===== src/rtl/popcount_arbiter.sv =====
// Round-robin front end that shares one bit-serial popcount engine among N requesters,
// with a watchdog that answers with an error if the engine never reports done.
module popcount_arbiter #(
    parameter  int W       = 30,
    parameter  int N       = 4,
    parameter  int TIMEOUT = 64,
    localparam int CW      = $clog2(W + 1),
    localparam int IW      = $clog2(N)
) (
    input  logic            clock,
    input  logic            reset,
    input  logic [N-1:0]    req,
    input  logic [N*W-1:0]  req_data,
    output logic [N-1:0]    ack,
    output logic            resp_valid,
    output logic [IW-1:0]   resp_id,
    output logic [CW-1:0]   resp_count,
    output logic            resp_err,
    output logic            busy,
    output logic            eng_d_in_ready,
    output logic [W-1:0]    eng_d_in,
    input  logic            eng_d_out_ready,
    input  logic [CW-1:0]   eng_d_out
);
    localparam int TW = $clog2(TIMEOUT);

    typedef enum logic [1:0] {IDLE, ISSUE, WAIT, RESP} state_e;

    state_e          state_q, state_d;
    logic [IW-1:0]   last_q, last_d;
    logic [IW-1:0]   grant_q, grant_d;
    logic [TW-1:0]   timer_q, timer_d;
    logic [CW-1:0]   result_q, result_d;
    logic            err_q, err_d;
    logic [W-1:0]    d_in_q, d_in_d;

    logic [W-1:0]    ops [N];
    logic            win_found;
    logic [IW-1:0]   win_id;

    // Search starts just after the last winner, so that winner drops to lowest priority.
    always_comb begin
        win_found = 1'b0;
        win_id    = '0;
        for (int i = 0; i < N; i++) begin
            ops[i] = req_data[i*W +: W];
        end
        for (int i = 1; i <= N; i++) begin
            if (!win_found && req[IW'((int'(last_q) + i) % N)]) begin
                win_found = 1'b1;
                win_id    = IW'((int'(last_q) + i) % N);
            end
        end
    end

    always_comb begin
        state_d  = state_q;
        last_d   = last_q;
        grant_d  = grant_q;
        timer_d  = timer_q;
        result_d = result_q;
        err_d    = err_q;
        d_in_d   = d_in_q;
        case (state_q)
            IDLE: begin
                if (win_found) begin
                    d_in_d  = ops[win_id];
                    grant_d = win_id;
                    state_d = ISSUE;
                end
            end
            ISSUE: begin
                timer_d = '0;
                state_d = WAIT;
            end
            WAIT: begin
                // A done pulse wins over the watchdog expiring in the same cycle.
                if (eng_d_out_ready) begin
                    result_d = eng_d_out;
                    err_d    = 1'b0;
                    state_d  = RESP;
                end else if (timer_q == TW'(TIMEOUT - 1)) begin
                    result_d = '0;
                    err_d    = 1'b1;
                    state_d  = RESP;
                end else begin
                    timer_d = timer_q + TW'(1);
                end
            end
            RESP: begin
                last_d  = grant_q;
                state_d = IDLE;
            end
            default: state_d = IDLE;
        endcase
    end

    always_ff @(posedge clock) begin
        if (reset) begin
            state_q  <= IDLE;
            last_q   <= IW'(N - 1);
            grant_q  <= '0;
            timer_q  <= '0;
            result_q <= '0;
            err_q    <= 1'b0;
            d_in_q   <= '0;
        end else begin
            state_q  <= state_d;
            last_q   <= last_d;
            grant_q  <= grant_d;
            timer_q  <= timer_d;
            result_q <= result_d;
            err_q    <= err_d;
            d_in_q   <= d_in_d;
        end
    end

    always_comb begin
        ack = '0;
        if (state_q == RESP) begin
            ack[grant_q] = 1'b1;
        end
    end

    assign resp_valid     = (state_q == RESP);
    assign resp_id        = grant_q;
    assign resp_count     = result_q;
    assign resp_err       = (state_q == RESP) && err_q;
    assign busy           = (state_q != IDLE);
    assign eng_d_in_ready = (state_q == ISSUE);
    assign eng_d_in       = d_in_q;

endmodule


===== config.mk =====
export PLATFORM = sky130hd
export DESIGN_NAME = popcount_arbiter
export DESIGN_NICKNAME = d
export VERILOG_FILES = /design/src/rtl/popcount_arbiter.sv
export SDC_FILE = /design/constraint.sdc
export NUM_CORES = 1
export LEC_CHECK = 0
export ABC_CLOCK_PERIOD_IN_PS = 5200
export CAP_MARGIN = 20
export CELL_PAD_IN_SITES_DETAIL_PLACEMENT = 0
export CELL_PAD_IN_SITES_GLOBAL_PLACEMENT = 1
export CORE_ASPECT_RATIO = 2
export CORE_MARGIN = 2
export CORE_UTILIZATION = 29
export CTS_BUF_LIST = sky130_fd_sc_hd__clkbuf_4 sky130_fd_sc_hd__clkbuf_8
export DETAILED_ROUTE_END_ITERATION = 7
export GPL_TIMING_DRIVEN = 0
export PLACE_DENSITY = 0.86
export SLEW_MARGIN = 5
export SYNTH_ARGS = -nofsm -noshare
export SYNTH_HDL_FRONTEND = slang
export SYNTH_SLANG_ARGS = --single-unit

===== constraint.sdc =====
create_clock -name clock -period 5.2 [get_ports clock]
set_input_delay 1.04 -clock clock [delete_from_list [all_inputs] [get_ports clock]]
set_output_delay 1.04 -clock clock [all_outputs]
set_load 0.02 [all_outputs]

Word level (Yosys, flattened, before mapping)
Index checks and enable logic that the tools add are counted.

operators by class
  bitwise operators = 1
  mux-type cells = 37
  reduce and logical (&&, ||, !) cells = 16
  $add $sub $neg = 5
  equality and inequality tests = 8
  $lt $le $gt $ge = 7

operators by type and width
  operator             number
  $bmux 30 s2          1
  $mux 30              2
  $lt 2x4->1 const B   4
  $mux 1               15
  $mux 2               7
  $mux 6               2
  $pmux 6 s2           1
  $mux 5               2
  $bmux 1 s2           4
  $pmux 2 s4           1
  $add 6x1->6 const B  1
  $eq 6x6->1 const B   1
  $ne 2x2->1 const B   3
  $reduce_and 2->1     3
  $reduce_bool 2->1    3
  $logic_and 1x1->1    5
  $add 2x1->2 const B  2
  $add 2x2->2 const B  2
  $eq 2x2->1 const B   2
  $mux 4               1
  $ge 3x3->1 const B   1
  $logic_not 1->1      3
  $lt 2x3->1 const B   1
  $ne 3x3->1 const B   1
  6 further kinds      6

word-level totals
  bits of input ports = 132
  register bits after elaboration = 48
  output and inout port bits = 45
  word-level logic and storage cells = 81

Depth between registers and ports, before layout
Gate-level depths: netlist of the first run.

  word-level depth = 18
  mapped depth = 8
  mapped depth without buffers = 7

Worst setup path before layout of the first run
No wires, ideal clock.

  path kind = register to output
  from = reg state_q[1]
  to = out ack[2]
  cell stages (with the launch flop) = 4
  data required time = 4.160 ns
  arrival = 1.359 ns
  path buffers = 0
  setup slack = 2.801 ns
  cell sequence = dfxtp_1 > ha_1 > inv_1 > nor3b_1

between the ends
  longest elaborated chain between the ends = 2

ends and longest elaborated chain
  item                      line  RTL
  start: declaration        29    state_e state_q, state_d;
  start signal: assignment  108   state_q <= state_d;
  $eq 2x2->1                -
  via resp_valid            15    output logic resp_valid,
  $mux 4                    120   if (state_q == RESP) begin
  end: declaration          14    output logic [N-1:0] ack,

The timed path passes the listed nets, and every way through them passes these cells.

Worst setup path in the final report of the first run
  from = reg state_q[1]
  to = out ack[2]

between the ends
  longest elaborated chain between the ends = 2

ends and longest elaborated chain
  item        line
  $eq 2x2->1  120
  $mux 4      120

Every way passes these cells.

==> impl_results.md, run 1 <==
* Overall Global Routing Usage at 19.7%
* First-pass GRT wire length at 16600 microns
* Post-CTS Setup Bufs at 0
* CP bufs+invs at 2
* Largest net degree at the start of global routing at 17
* Final setup viols at 0
* R2r setup slk at roughly 3.1 ns
* Detailed Route WL at between 10000 and 15000 microns
* Count leader, synth: dfxtp_1
* Via density at 4.86
* Clock sink total at 48
* Post_cts resized at 0
* Reg2reg start: state_q[0]
* Reg2reg end: eng_d_in[6]
* RSZ-0062 raised after global routing: no
* Gpl congestion at 0.798
* Fraction of registers with async set/reset at 0%
* Synth Flop Type: dfxtp_1
* Inserted Clock Buffers at 5
* Clk pin slew, worst setup/hold paths at 0.11 ns
* Register bit total from synthesis at 48
* Max-slew violations at 0
* EDFF count, synth at 0
* Antenna viol nets, final at 0
* Layout Nets at about 670
* Syn_area_per_cell at 8.36 sq um
* Slowest CP cell: clkdlybuf4s50_1
* Die height at 146 microns
* Fmax at approximately 0.33 GHz
* Register Area at 961 sq um
* Post-synth top cells: dfxtp_1 (48), nand2_1 (36), and3_1 (35)
* Filler cells at slightly above 1000
* Post-synthesis sequential area ratio at 32.6%
* Syn-to-layout area delta at 69.1%
* Setup crit end: ack[2]
* HP Start: eng_d_in[27]
* GRT overflow at 0
* Die X at 75.2 microns
* Power density over the cells at 355 mW/mm^2
* Clock Latency Late Sink at 0.32 ns
* Worst reg2reg path depth at 8
* Max cap viols at 0
* Maximum clock insertion buffer count at 2
* CP Capture Type: output pin
* Drt wl/cell at 15.6 microns
* Via count at approximately 3300
* Fin crit period at 3.01 ns
* Root buffer cell: clkbuf_8
* Slew headroom at 59.8%
* Crit path depth at 4
* Share of cells above drive strength 1 at 4.49%
* Largest area contributor in the netlist: dfxtp_1
* I/O Buffers at 175
* Initial antenna violation count at 0
* Mapped Cells at between 300 and 400
* # IOs at ~180
* Max incr delay on CP at 0.63 ns
* Utilization after layout at 49.7%
* Ant. Diodes at 0
* Synth warn at 0
* Vias in the first global route at about 3300
* DP HPWL at 8650 microns
* Synth Cell Area at 0.00294 sq mm
* Crit-path cells: ha_1 -> inv_1 -> nor3b_1 -> clkdlybuf4s50_1
* Initial detailed-routing violation count at 98
* LEAKAGE at 1.96 nW
* Initial core utilization at ~29%
* Hold depth at 2
* Multi-input gate area at 0.00177 sq mm
* Distinct cells, synth at 38
* Syn nets at 490
* Final worst-path cycle share at between 50% and 60%
* Final Hold Fails at 0
* Status: completed
* Crit Path Max Fanout at 6
* H-Tree Depth at 2
* Critical path data arrival time at 1.97 ns
* CP Launch Point: state_q[1]
* DRT Pass-1 Iters at 4
* Row cnt at 52
* Worst min path class: reg -> reg
* DRC at 0
* Worst VDD drop at ~0.17 mV
* Total negative slack at 0 ns
* Area of the die at approximately 0.011 sq mm
* Critical path startpoint category: flop
* Hold slack at 0.473 ns
* Clock Skew at 0.0148 ns
* WS Path Type: reg -> out
* Yosys top cell area share at 32.6%
* Cell family with most CP delay: buffers and inverters
* Worst endpoint required time at 4.16 ns
* CTS tree: built
* Core area at 0.0100 sq mm
* Hold_buf cts at 0
* Synth top area cells: dfxtp_1 (33%), mux2i_1 (11%), o211ai_1 (8.7%)
* Worst-Margin Slew at 0.600 ns
==> per-layer routing <==
layer,vias to the layer above,track usage (%),part of all wire [%]
li1,1642,-,-
met3,19,3.66,4.3
met5,-,0,0
met4,0,8.25,3.4
met2,98,36.5,58
met1,1498,20.6,35
==> cell families (layout without fill, tap and decap cells) <==
| kind of cell | after synthesis | in the layout | share of synthesized area (%) |
|---|---|---|---|
| xor gates and xnor gates | 3 | 3 | 0.893 |
| adders and majority gates | 6 | 6 | 2.55 |
| buffers and inverters | 39 | 222 | 7.27 |
| AOI/OAI and AO/OA | 121 | 121 | 28.4 |
| muxes | 33 | 33 | 11.2 |
| and+or+nand+nor | 102 | 102 | 17.0 |
| DFF | 48 | 48 | 32.6 |
==> state kept, by name (all words and copies together) (netlist names) <==
name / cells
resp_id: 2
err_q: 1
last_q: 2
state_q: 2
timer_q: 6
eng_d_in: 30
resp_count: 5
==> cell type report <==
class / count / area share, %
Tap cell: 135 / 3.39
Clock inverter: 3 / 0.930
Timing Repair Buffer: 175 / 35.2
Inverter: 11 / 0.829
Clock buffer: 5 / 1.38
Buffer: 28 / 3.47
Sequential cell: 48 / 19.3
Multi-Input combinational cell: 265 / 35.5
==> cells in the final DEF (no fill, tap or decap), types with 5 or more instances in the layout <==
cell,count
buf_2,6
clkbuf_8,5
a21boi_0,30
clkbuf_1,18
clkdlybuf4s50_1,175
o21ai_0,33
a21oi_1,5
nand2_1,36
nor2_1,19
dfxtp_1,48
o211ai_1,34
a22oi_1,7
inv_1,10
ha_1,6
mux2i_1,33
and3_1,35
==> stage by stage <==
stage                     cells  setup slack [ns]  area (sq um)  total power [W]
after floorplan             352              2.80          2940          0.00106
after global placement      662              2.07          4860          0.00148
after detailed placement    662              2.03          4860          0.00149
after CTS                   670              2.16          4980          0.00179
after global routing        670              2.05          4980          0.00188
final                       670              2.19          4980          0.00177
==> where the power goes <==
group	switching [W]	total (W)	internal [W]
Clock	0.000146	0.000291	0.000145
Combinational	0.000471	0.000927	0.000456
Sequential	0.0000685	0.000548	0.000479
Total	0.000686	0.00177	0.00108
==> how the worst min path moves through the flow <==
stage / end / slack (ns)
after floorplan: err_q / 0.44
after global routing: eng_d_in[25] / 0.50
after global placement: eng_d_in[2] / 0.45
final: eng_d_in[27] / 0.47
after CTS: err_q / 0.48
after detailed placement: eng_d_in[28] / 0.46
==> worst register-to-register path, cell delays in order, from the launching register on <==
cell and delay (ns):
dfxtp_1 0.35, inv_1 0.12, ha_1 0.25, inv_1 0.10, a21oi_1 0.24, o311a_1 0.30, clkbuf_1 0.32, o21ai_0 0.21
o211ai_1 0.14
No activity file was read; power rests on OpenSTA's default activity.
==> run 2, diff against run 1 <==
- ABC_CLOCK_PERIOD_IN_PS: 5200 -> 2800
- CORE_UTILIZATION: 29 -> 27
- PLACE_DENSITY: 0.86 -> 0.81
- clock period: 5.2 -> 2.8 ns (I/O delays scaled with it)
==> impl_results.md, run 2 (same netlist as run 1, synthesis figures left out) <==
* Maximum clock insertion buffer count at 2
* H-Tree Depth at 2
* Critical path data arrival time at around 1.9 ns
* Largest net degree at the start of global routing at 16
* Ant. Diodes at 0
* Syn-to-layout area delta at 69.6%
* Reg2reg end: eng_d_in[21]
* Overall Global Routing Usage at 16.6%
* Critical path startpoint category: flop
* DP HPWL at around 7800 microns
* Worst-Margin Slew at 0.566 ns
* CP Launch Point: state_q[1]
* Post-CTS Setup Bufs at 0
* DRC at 0
* Fin crit period at 2.47 ns
* HP Start: eng_d_in[1]
* GRT overflow at 0
* Antenna viol nets, final at 0
* I/O Buffers at 175
* CP bufs+invs at 2
* Clock Latency Late Sink at 0.31 ns
* Slowest CP cell: clkdlybuf4s50_1
* Share of cells above drive strength 1 at under 10%
* Clk pin slew, worst setup/hold paths at 0.09 ns
* Utilization after layout at 46.5%
* Gpl congestion at 0.805
* Worst min path class: reg -> reg
* First-pass GRT wire length at 15400 microns
* Hold depth at 2
* Final setup viols at 0
* Initial antenna violation count at 0
* Area of the die at 0.0118 sq mm
* Drt wl/cell at 14.5 microns
* Largest register FFs at 30
* Status: completed
* Worst reg2reg path depth at 8
* Detailed Route WL at around 9800 microns
* Hold_buf cts at 0
* Fmax at slightly above 0.4 GHz
* Placed insts at approximately 670
* Final worst-path cycle share at 88.3%
* Crit Path Max Fanout at 6
* Worst VDD drop at around 0.32 mV
* Worst endpoint required time at about 2.2 ns
* LEAKAGE at 1.97 nW
* R2r setup slk at 0.70 ns
* Root buffer cell: clkbuf_8
* Cell family with most CP delay: buffers and inverters
* Post_cts resized at 0
* Total negative slack at 0 ns
* Slew headroom at 62.1%
* Initial core utilization at around 27%
* CP Capture Type: output pin
* Clock Skew at 0.00597 ns
* Max-slew violations at 0
* Core area at 0.0107 sq mm
* Final non-filler cell total at 675
* Reg2reg start: state_q[0]
* Inserted Clock Buffers at 5
* DRT Pass-1 Iters at 4
* Most common cell after layout, fill and taps aside: clkdlybuf4s50_1
* Crit-path cells: ha_1 -> inv_1 -> nor3b_1 -> clkdlybuf4s50_1
* Clock sink total at 48
* Max incr delay on CP at 0.63 ns
* Max cap viols at 0
* WS Path Type: reg -> out
* Power density over the cells at around 660 mW/mm^2
* CTS tree: built
* Final Hold Fails at 0
* Min-Delay Endpoint: eng_d_in[1]
* Die height at 152 microns
* Die X at 77.8 microns
* RSZ-0062 raised after global routing: no
* Row cnt at 54
* Initial detailed-routing violation count at 120
* Filler cells at approximately 1100
* Via density at 4.79
* Most frequent cells in the layout: clkdlybuf4s50_1 (175), dfxtp_1 (48), nand2_1 (36)
* Vias in the first global route at 3128
* # IOs at roughly 180
* Via count at 3236
* Layout Nets at 672
run 2: final cells by class:
type	instances	area (sq um)	area share [%]
tap	140	175	3.51
clock inverter	2	38.8	0.777
sequential	48	961	19.2
inverter	11	41.3	0.827
clock buffer	6	82.6	1.65
multi-input combinational	265	1770	35.4
timing repair buffer	175	1750	35.1
buffer	28	173	3.46
run 2: worst max path at each step:
stage              endpoint  slack (ns)  cells past startpoint
6_report             ack[2]        0.33                      4
5_1_grt              ack[0]        0.20                      4
4_1_cts              ack[2]        0.30                      4
3_5_place_dp   eng_d_in[16]        0.12                      7
3_3_place_gp   eng_d_in[20]        0.14                      7
2_1_floorplan        ack[2]        0.88                      3
run 2: power by group:
group | internal [W] | leakage, nW | total [W] | switching [W]
registers | 0.000890 | 0.394 | 0.00101 | 0.000123
clock network | 0.000292 | 0.0614 | 0.000543 | 0.000250
logic | 0.000845 | 1.52 | 0.00172 | 0.000874
total | 0.00203 | 1.97 | 0.00328 | 0.00125
run 2: metrics by stage:
step                setup slack [ns]  power (W)  area, sq um  hold slack, ns
detailed placement             0.118    0.00276         4870           0.459
finish                         0.328    0.00328         4990           0.473
global route                   0.196    0.00350         4990           0.509
CTS                            0.303    0.00332         4990           0.481
floorplan                      0.881    0.00196         2940           0.441
global placement               0.139    0.00275         4870           0.452
run 2: worst min-delay path: cells and delay by family (launching register included):
family | cells | cell delay, ns
compound gates | 1 | 0.06
flops | 1 | 0.33
simple gates | 1 | 0.05
run 2: metal layers:
metal / up-vias / wire (microns) / global-route usage (%)
li1: 1641 / - / -
met3: 10 / 1030 / 5.81
met2: 172 / 4300 / 26.9
met5: - / 0 / 0
met1: 1413 / 4290 / 20.1
met4: 0 / 184 / 6.07
==> run 3, diff against run 2 <==
- ABC_CLOCK_PERIOD_IN_PS: 2800 -> 2200
- CORE_UTILIZATION: 27 -> 24
- PLACE_DENSITY: 0.81 -> 0.76
- RECOVER_POWER: default -> 100
- clock period: 2.8 -> 2.2 ns (I/O delays scaled with it)
==> impl_results.md, run 3 (same netlist as run 1, synthesis figures left out) <==
* I/O Buffers at around 180
* Clock Latency Late Sink at 0.32 ns
* DRT Pass-1 Iters at 4
* Area of the die at around 0.013 sq mm
* Most common cell after layout, fill and taps aside: clkdlybuf4s50_1
* Clk pin slew, worst setup/hold paths at 0.10 ns
* Critical path startpoint category: input port
* Design area at around 0.005 sq mm
* Initial antenna violation count at 0
* Met3 Track Usage GR at 2.64%
* Combinational share of power at 51.8%
* DP HPWL at between 9000 and 10000 microns
* Overall Global Routing Usage at 18.0%
* Max incr delay on CP at ~0.53 ns
* Detailed Route WL at 11700 microns
* GRT busiest layer: met2
* Syn-to-layout area delta at 70.5%
* Initial detailed-routing violation count at 84
* Root buffer cell: clkbuf_8
* Final non-filler cell total at 683
* Row cnt at 57
* Met1 Track Usage GR at 18.1%
* WS Path Type: in -> reg
* Max-slew violations at 0
* Max cap viols at 0
* Vias in the first global route at 3502
* Final setup viols at 0
* Placed insts at 674
* Status: completed
* CTS tree: built
* Clock network fraction of design power at between 10% and 20%
* Most frequent cells in the layout: clkdlybuf4s50_1 (131), dfxtp_1 (48), dlygate4sd3_1 (38)
* Worst VDD drop at roughly 0.34 mV
* Inserted Clock Buffers at 5
* Gpl congestion at about 0.77
* Ant. Diodes at 0
* Clock sink total at 48
* Final worst-path cycle share at 95.5%
* GR Util met2 at approximately 34%
* Power share of the sequential group at 31.1%
* Slowest CP cell: clkdlybuf4s50_1
* Worst-Margin Slew at about 0.64 ns
* Int Pwr at 0.00247 W
* Die X at about 82 microns
* Worst min path class: reg -> reg
* Drt wl/cell at 17.1 microns
* Psw at 0.00167 W
* Power density over the cells at 824 mW/mm^2
* Worst endpoint required time at 2.40 ns
* Initial core utilization at 24.4%
* Cell family with most CP delay: buffers and inverters
* CP Capture Type: flop
* First-pass GRT wire length at 17900 microns
* # IOs at between 150 and 200
* Fmax at approximately 0.48 GHz
* Via count at roughly 3300
* Largest register FFs at 30
* DRC at 0
* CP bufs+invs at 3
* Placed cell areas at 0.00488 sq mm
* Via density at a little under 5
* Fin crit period at 2.10 ns
* Critical path data arrival time at approximately 2.3 ns
* CP dominant cell by count: mux2i_1
* GRT overflow at 0
* H-Tree Depth at 2
* Switching share of total power at around 40%
* LEAKAGE at 2.13 nW
* Maximum clock insertion buffer count at 2
* Share of cells above drive strength 1 at 7.84%
* Die height at around 160 microns
* Final Hold Fails at 0
* Total negative slack at 0 ns
* Crit-path cells: clkdlybuf4s50_1 -> mux2i_1 -> a2bb2oi_2 -> and2_4 -> buf_8 -> buf_12 -> mux2i_1 -> o211ai_1
* Slew headroom at 57.0%
* Layout Nets at roughly 670
* Core area at around 0.012 sq mm
* Crit Path Max Fanout at 10
* Largest net degree at the start of global routing at 17
* Antenna viol nets, final at 0
* Clock Skew at 0.0131 ns
[run 3: cell types whose count changed in the layout (fill, tap and decap cells not counted), sizes merged]
cell           previous run  this run
clkdlybuf4s50           175       131
dlygate4sd3               0        38
dlygate4sd2               0         5
buf                      10        11
clkbuf                   24        23
clkdlybuf4s15             0         1
clkinv                    1         2
[run 3: path summary, 6_finish.rpt]
check	end	from	slack (ns)	cells past startpoint
hold reg to reg	eng_d_in[28]	eng_d_in[28]	0.47	2
setup reg to reg	eng_d_in[4]	last_q[1]	0.24	7
setup / recovery	eng_d_in[4]	req[3]	0.1	8
hold / removal	eng_d_in[28]	eng_d_in[28]	0.47	2
[run 3: metrics by stage]
step	setup WS, ns	total power (W)	hold WS (ns)	utilization [%]
floorplan	0.401	0.00250	0.441	-
finish	0.0982	0.00414	0.471	41.6
CTS	0.0134	0.00428	0.482	41.4
global placement	-0.327	0.00353	0.452	40.5
detailed placement	-0.406	0.00357	0.458	40.5
global route	-0.000685	0.00441	0.500	41.6
[run 3: cell type report]
type                       count  area [sq um]
inverter                      11          41.3
timing repair buffer         176          1750
clock inverter                 3          47.5
tap                          147           184
sequential                    48           961
fill                        1266          7030
clock buffer                   5          68.8
buffer                        28           184
multi-input combinational    265          1780
[run 3: tightest hold or removal path: cells and delay by family, from the launching register on]
family / cells / cell delay (ns)
AND/OR/NAND/NOR: 1 / 0.05
flip-flops: 1 / 0.33
AO/OA/AOI/OAI: 1 / 0.06
[run 3: power groups by stage]
| stage | Clock, W | Combinational, W | Sequential, W |
|---|---|---|---|
| floorplan | 0 | 0.000912 | 0.00158 |
| global placement | 0 | 0.00222 | 0.00131 |
| detailed placement | 0 | 0.00225 | 0.00132 |
| CTS | 0.000726 | 0.00225 | 0.00130 |
| global route | 0.000763 | 0.00233 | 0.00132 |
| finish | 0.000705 | 0.00214 | 0.00129 |
[run 3: timing repair]
action	CTS	global route
endpoints found under the setup margin	18	31
endpoints found under the hold margin	0	0
pin swaps	0	0
hold buffers	0	0
setup buffers	0	1
resized for setup	10	24
[run 3: metal layers]
metal  vias up  part of all wire (%)
li1       1645                     -
met1      1542                    35
met2        96                    58
met3        19                   3.6
met4         0                   3.4
met5         -                     0
